<file path="config.mk">
export PLATFORM = sky130hd
export DESIGN_NAME = product_accumulator
export DESIGN_NICKNAME = d
export VERILOG_FILES = /design/src/rtl/product_acc_pkg.sv /design/src/rtl/product_acc_dp.sv /design/src/rtl/product_accumulator.sv
export SDC_FILE = /design/constraint.sdc
export NUM_CORES = 1
export LEC_CHECK = 0
export BUFFER_PORTS_ARGS = -buffer_cell sky130_fd_sc_hd__buf_2
export CAP_MARGIN = 15
export CELL_PAD_IN_SITES_DETAIL_PLACEMENT = 2
export CELL_PAD_IN_SITES_GLOBAL_PLACEMENT = 2
export CORE_ASPECT_RATIO = 1.1
export CORE_MARGIN = 2
export CORE_UTILIZATION = 33
export CTS_BUF_LIST = sky130_fd_sc_hd__clkbuf_16
export DETAILED_ROUTE_END_ITERATION = 8
export PLACE_DENSITY_LB_ADDON = 0.1
export REMOVE_ABC_BUFFERS = 1
export SETUP_SLACK_MARGIN = 0.2
export SYNTH_ARGS = -nofsm -noshare
export SYNTH_HDL_FRONTEND = slang
export SYNTH_SLANG_ARGS = --single-unit
</file>
<file path="constraint.sdc">
create_clock -name clk -period 2.6 [get_ports clk]
set_clock_uncertainty 0.1 [all_clocks]
set_input_delay 0.13 -clock clk [delete_from_list [all_inputs] [get_ports clk]]
set_output_delay 0.13 -clock clk [all_outputs]
set_load 0.05 [all_outputs]
</file>
<file path="src/rtl/product_acc_pkg.sv">
// Shared types and constants for the product accumulator.
// Latency: n/a (declarations only).
// Backpressure: n/a.
package product_acc_pkg;

    localparam int PROD_W = 4;

    typedef enum logic [1:0] {
        IDLE  = 2'd0,
        ACCUM = 2'd1,
        HOLD  = 2'd2
    } state_t;

    function automatic int cnt_width(input int count);
        return $clog2(count + 1);
    endfunction

endpackage

</file>
<file path="src/rtl/product_acc_dp.sv">
// Wrapping accumulator with sticky carry-out flag and frame product counter.
// Latency: state updates 1 cycle after add_en; sum_nxt/ovf_nxt/last are combinational.
// Backpressure: none; the controller gates add_en.
module product_acc_dp
    import product_acc_pkg::*;
#(
    parameter int COUNT = 4,
    parameter int ACC_W = 8
) (
    input  logic              clk,
    input  logic              rst,
    input  logic              clr,
    input  logic              add_en,
    input  logic [PROD_W-1:0] prod,
    output logic [ACC_W-1:0]  sum_nxt,
    output logic              ovf_nxt,
    output logic              last
);

    localparam int CNT_W = cnt_width(COUNT);
    localparam int SUM_W = ACC_W + 1;

    logic [ACC_W-1:0] acc_q, acc_d;
    logic             ovf_q, ovf_d;
    logic [CNT_W-1:0] cnt_q, cnt_d;
    logic [SUM_W-1:0] sum_ext;

    // One extra bit captures the carry out of the accumulator width.
    assign sum_ext = SUM_W'(acc_q) + SUM_W'(prod);
    assign sum_nxt = sum_ext[ACC_W-1:0];
    assign ovf_nxt = ovf_q | sum_ext[ACC_W];
    assign last    = (cnt_q == CNT_W'(COUNT - 1));

    always_comb begin
        acc_d = acc_q;
        ovf_d = ovf_q;
        cnt_d = cnt_q;
        if (clr) begin
            acc_d = '0;
            ovf_d = 1'b0;
            cnt_d = '0;
        end else if (add_en) begin
            acc_d = sum_nxt;
            ovf_d = ovf_nxt;
            cnt_d = cnt_q + CNT_W'(1);
        end
    end

    always_ff @(posedge clk) begin
        if (rst) begin
            acc_q <= '0;
            ovf_q <= 1'b0;
            cnt_q <= '0;
        end else begin
            acc_q <= acc_d;
            ovf_q <= ovf_d;
            cnt_q <= cnt_d;
        end
    end

endmodule

</file>
<file path="src/rtl/product_accumulator.sv">
// Sums a frame of COUNT products into a wrapping sum with sticky overflow.
// Latency: result valid 1 cycle after the last product is accepted.
// Backpressure: in_ready/out_valid come from registered state; HOLD waits on out_ready.
module product_accumulator
    import product_acc_pkg::*;
#(
    parameter int COUNT = 4,
    parameter int ACC_W = 8
) (
    input  logic              clk,
    input  logic              rst,
    input  logic              start,
    input  logic              in_valid,
    output logic              in_ready,
    input  logic [PROD_W-1:0] in_prod,
    output logic              busy,
    output logic              out_valid,
    input  logic              out_ready,
    output logic [ACC_W-1:0]  out_sum,
    output logic              out_ovf
);

    state_t           state_q, state_d;
    logic             in_ready_q, in_ready_d;
    logic             out_valid_q, out_valid_d;
    logic             busy_q, busy_d;
    logic [ACC_W-1:0] out_sum_q, out_sum_d;
    logic             out_ovf_q, out_ovf_d;

    logic             clr;
    logic             add_en;
    logic [ACC_W-1:0] sum_nxt;
    logic             ovf_nxt;
    logic             last;

    product_acc_dp #(
        .COUNT (COUNT),
        .ACC_W (ACC_W)
    ) u_dp (
        .clk     (clk),
        .rst     (rst),
        .clr     (clr),
        .add_en  (add_en),
        .prod    (in_prod),
        .sum_nxt (sum_nxt),
        .ovf_nxt (ovf_nxt),
        .last    (last)
    );

    always_comb begin
        state_d   = state_q;
        clr       = 1'b0;
        add_en    = 1'b0;
        out_sum_d = out_sum_q;
        out_ovf_d = out_ovf_q;
        case (state_q)
            IDLE: begin
                if (start) begin
                    state_d = ACCUM;
                    clr     = 1'b1;
                end
            end
            ACCUM: begin
                if (in_valid) begin
                    add_en = 1'b1;
                    if (last) begin
                        state_d   = HOLD;
                        out_sum_d = sum_nxt;
                        out_ovf_d = ovf_nxt;
                    end
                end
            end
            HOLD: begin
                // A start coincident with the handshake reopens a frame with no idle bubble.
                if (out_ready) begin
                    if (start) begin
                        state_d = ACCUM;
                        clr     = 1'b1;
                    end else begin
                        state_d = IDLE;
                    end
                end
            end
            default: state_d = IDLE;
        endcase
        in_ready_d  = (state_d == ACCUM);
        out_valid_d = (state_d == HOLD);
        busy_d      = (state_d != IDLE);
    end

    always_ff @(posedge clk) begin
        if (rst) begin
            state_q     <= IDLE;
            in_ready_q  <= 1'b0;
            out_valid_q <= 1'b0;
            busy_q      <= 1'b0;
            out_sum_q   <= '0;
            out_ovf_q   <= 1'b0;
        end else begin
            state_q     <= state_d;
            in_ready_q  <= in_ready_d;
            out_valid_q <= out_valid_d;
            busy_q      <= busy_d;
            out_sum_q   <= out_sum_d;
            out_ovf_q   <= out_ovf_d;
        end
    end

    assign in_ready  = in_ready_q;
    assign out_valid = out_valid_q;
    assign busy      = busy_q;
    assign out_sum   = out_sum_q;
    assign out_ovf   = out_ovf_q;

endmodule

</file>
==> impl_metrics.json <==
{
  "status": "completed",
  "fill_cells": 414,
  "final_area_um2": 1491,
  "final_max_slew_viol_count": 0,
  "synth-main-ff-cell": "dfxtp_1",
  "yosysWarningCount": 0,
  "vias_after_detailed_routing": 1075,
  "synth_area_leaders": "dfxtp_1 (42%), ha_1 (6.0%), a21oi_1 (5.2%)",
  "crit_fanout": 7,
  "cts.htree.levels": 1,
  "cts_inserted_buffers": 3,
  "clock.fmax_ghz": 0.4638,
  "port_buffers": 20,
  "whs_path_depth": 2,
  "netlist_area_um2": 1245,
  "synth_seq_cells": 26,
  "max-vdd-ir-drop_mv": 0.1869,
  "drt_drc_violations_left": 0,
  "cp-end-kind": "flip-flop",
  "core_um2": 3626,
  "synthArstFlopShare": 0,
  "worst_hold_path.endpoint": "state_q[0]",
  "synthDominantAreaCellType": "dfxtp_1",
  "grt_first_pass_wirelength_um": 6009,
  "dpl.hpwl_um": 2457,
  "slew-limit-headroom": 0.6058,
  "overall_power_consumption_mw": 0.9407,
  "routed_vias_inst": 5.296,
  "pre_cts_slack_ns": 0.4725,
  "clock_latency_ns": 0.26,
  "antenna_violating_nets_post_route": 0,
  "final_setup_viols": 0,
  "clock_sink_count": 26,
  "multi_input_comb_area_um2": 691.9,
  "criticalPathCategory": "flip-flop to flip-flop",
  "io_pins": 21,
  "final_hold_viol_count": 0,
  "ys_seq_area_frac": 0.4181,
  "fin_tns_setup_ns": 0,
  "wl_per_cell_um": 16.97,
  "synth_edf_count": 0,
  "gr-usage-all-layers": 0.1836,
  "cp_data_required_time_ns": 2.66,
  "rr_startpoint": "u_dp.acc_q[1]",
  "initial_utilization": 0.3433,
  "synth_largest_type_area_fraction": 0.4181,
  "placed_area_um2": 1386,
  "pwr_density_cell_nw_per_um2": 630.8,
  "r2r_cells": 5,
  "clock_tree_from_tritoncts": "yes",
  "synthCells": 134,
  "die_area_um2": 4280,
  "timing_worst_slew_pin_value_ns": 0.5909,
  "synthDistinctLibCells": 38,
  "grt_setup_unrepaired": "false",
  "totalWireLength_um": 3444,
  "largest_net_degree_at_the_start_of_global_routing": 18,
  "detail_route.iter0.violations": 36,
  "die_width_um": 62.56,
  "final_core_util": 0.4113,
  "power_leakage_nw": 0.5880,
  "areaGrowthSynthToFinish_pct": 19.80,
  "gp_routability_congestion": 0.7801,
  "clk_root_buffer_cell": "clkbuf_16",
  "synthTopCellsByCount": "dfxtp_1 (26), nand2_1 (15), a21oi_1 (13), nor2_1 (13)",
  "final.period_utilization": 0.8293,
  "nNetsFinal": 170,
  "antenna_found_initial": 0,
  "worst_slack_ns": 0.4439,
  "antennaDiodeCount": 0,
  "hold_buffers": 0,
  "avgSynthCellArea_um2": 9.291,
  "clkTransAtPathRegs_ns": 0.07,
  "hp-class": "input pin to flip-flop",
  "worst_ep_arrival_time_ns": 2.22,
  "core.rowCount": 23,
  "startpoint_type": "flip-flop",
  "hold_path_startpoint": "rst",
  "timing.rr.end": "out_sum[7]",
  "fp.dieH_um": 68.42,
  "via_count_of_the_first_global_routing_pass": 1211,
  "layout-drive-gt1-share": 0.2157,
  "reg2reg_slack_ns": 0.44,
  "clockBufferDepth": 2,
  "post-route-min-period_ns": 2.156,
  "yosys.cell_count.top_type": "dfxtp_1",
  "initial_drt_pass_iterations": 4,
  "seqCellArea_um2": 520.5,
  "grt_remaining_overflow": 0,
  "cts.repair.resized": 0,
  "drv.max_cap_violation_count": 0,
  "cts.repair_timing.setup_buffer_count": 0
}
[sequential cells by signal (all words and copies together), names as in the netlist]
register    count
u_dp.ovf_q      1
out_sum         8
u_dp.acc_q      8
busy            1
u_dp.cnt_q      3
in_ready        1
out_valid       1
state_q         2
out_ovf         1
[routing by layer]
| layer | GRT usage | wire length [um] | vias up |
|---|---|---|---|
| li1 | - | - | 529 |
| met4 | 0.05833 | 19 | 0 |
| met1 | 0.2068 | 1439 | 527 |
| met3 | 0.02467 | 80 | 2 |
| met2 | 0.3629 | 1905 | 17 |
| met5 | 0 | 0 | - |
[report_power, final]
group | internal [mW] | switching, mW
clock network | 0.306 | 0.144
registers | 0.405 | 0.00528
logic | 0.0274 | 0.0528
total | 0.739 | 0.202
[worst max-delay path, stage by stage (launching register included)]
cell and delay, ns:
dfxtp_1 0.39, ha_1 0.27, a211o_4 0.36, a31oi_4 0.27, mux2_4 0.34, a2111oi_4 0.34
[logic make-up after synthesis]
group | Yosys count | share of synthesized area
AOI/OAI and AO/OA | 37 | 0.2281
xor gates and xnor gates | 3 | 0.02111
adders and majority gates | 7 | 0.07638
buffers and inverters | 8 | 0.02613
DFF | 26 | 0.4181
muxes | 1 | 0.01206
and+or+nand+nor | 52 | 0.2181
[placed cells by master, fill, tap and decap left out, types with 4 or more instances in the layout]
cell type,count
o21ai_0,4
nand2_1,15
or3_1,4
a211oi_1,6
nor2_1,13
a21oi_1,13
dfxtp_1,26
ha_1,6
nand3_1,4
buf_2,20
[worst max-delay path by stage]
stage,end,from,cells after the start
after floorplan,out_sum[7],u_dp.acc_q[1],5
after global placement,out_sum[7],u_dp.acc_q[1],5
after detailed placement,out_sum[7],u_dp.acc_q[1],5
after CTS,out_sum[7],u_dp.acc_q[1],5
after global routing,out_sum[7],u_dp.acc_q[1],5
final,out_sum[7],u_dp.acc_q[1],5
[area by class of cell]
class                      count  area share
multi-input combinational    100      0.4639
sequential                    26      0.3490
timing repair buffer          20     0.06711
clock buffer                   3     0.05034
tap                           50     0.04195
clock inverter                 1     0.02013
inverter                       3    0.007550
[stage by stage]
stage	cells	hold WS, ns
6_report	203	0.1628
5_1_grt	203	0.1880
3_3_place_gp	199	0.3469
2_1_floorplan	129	0.09907
3_5_place_dp	199	0.3609
4_1_cts	203	0.1618
No activity file was read; power rests on OpenSTA's default activity.
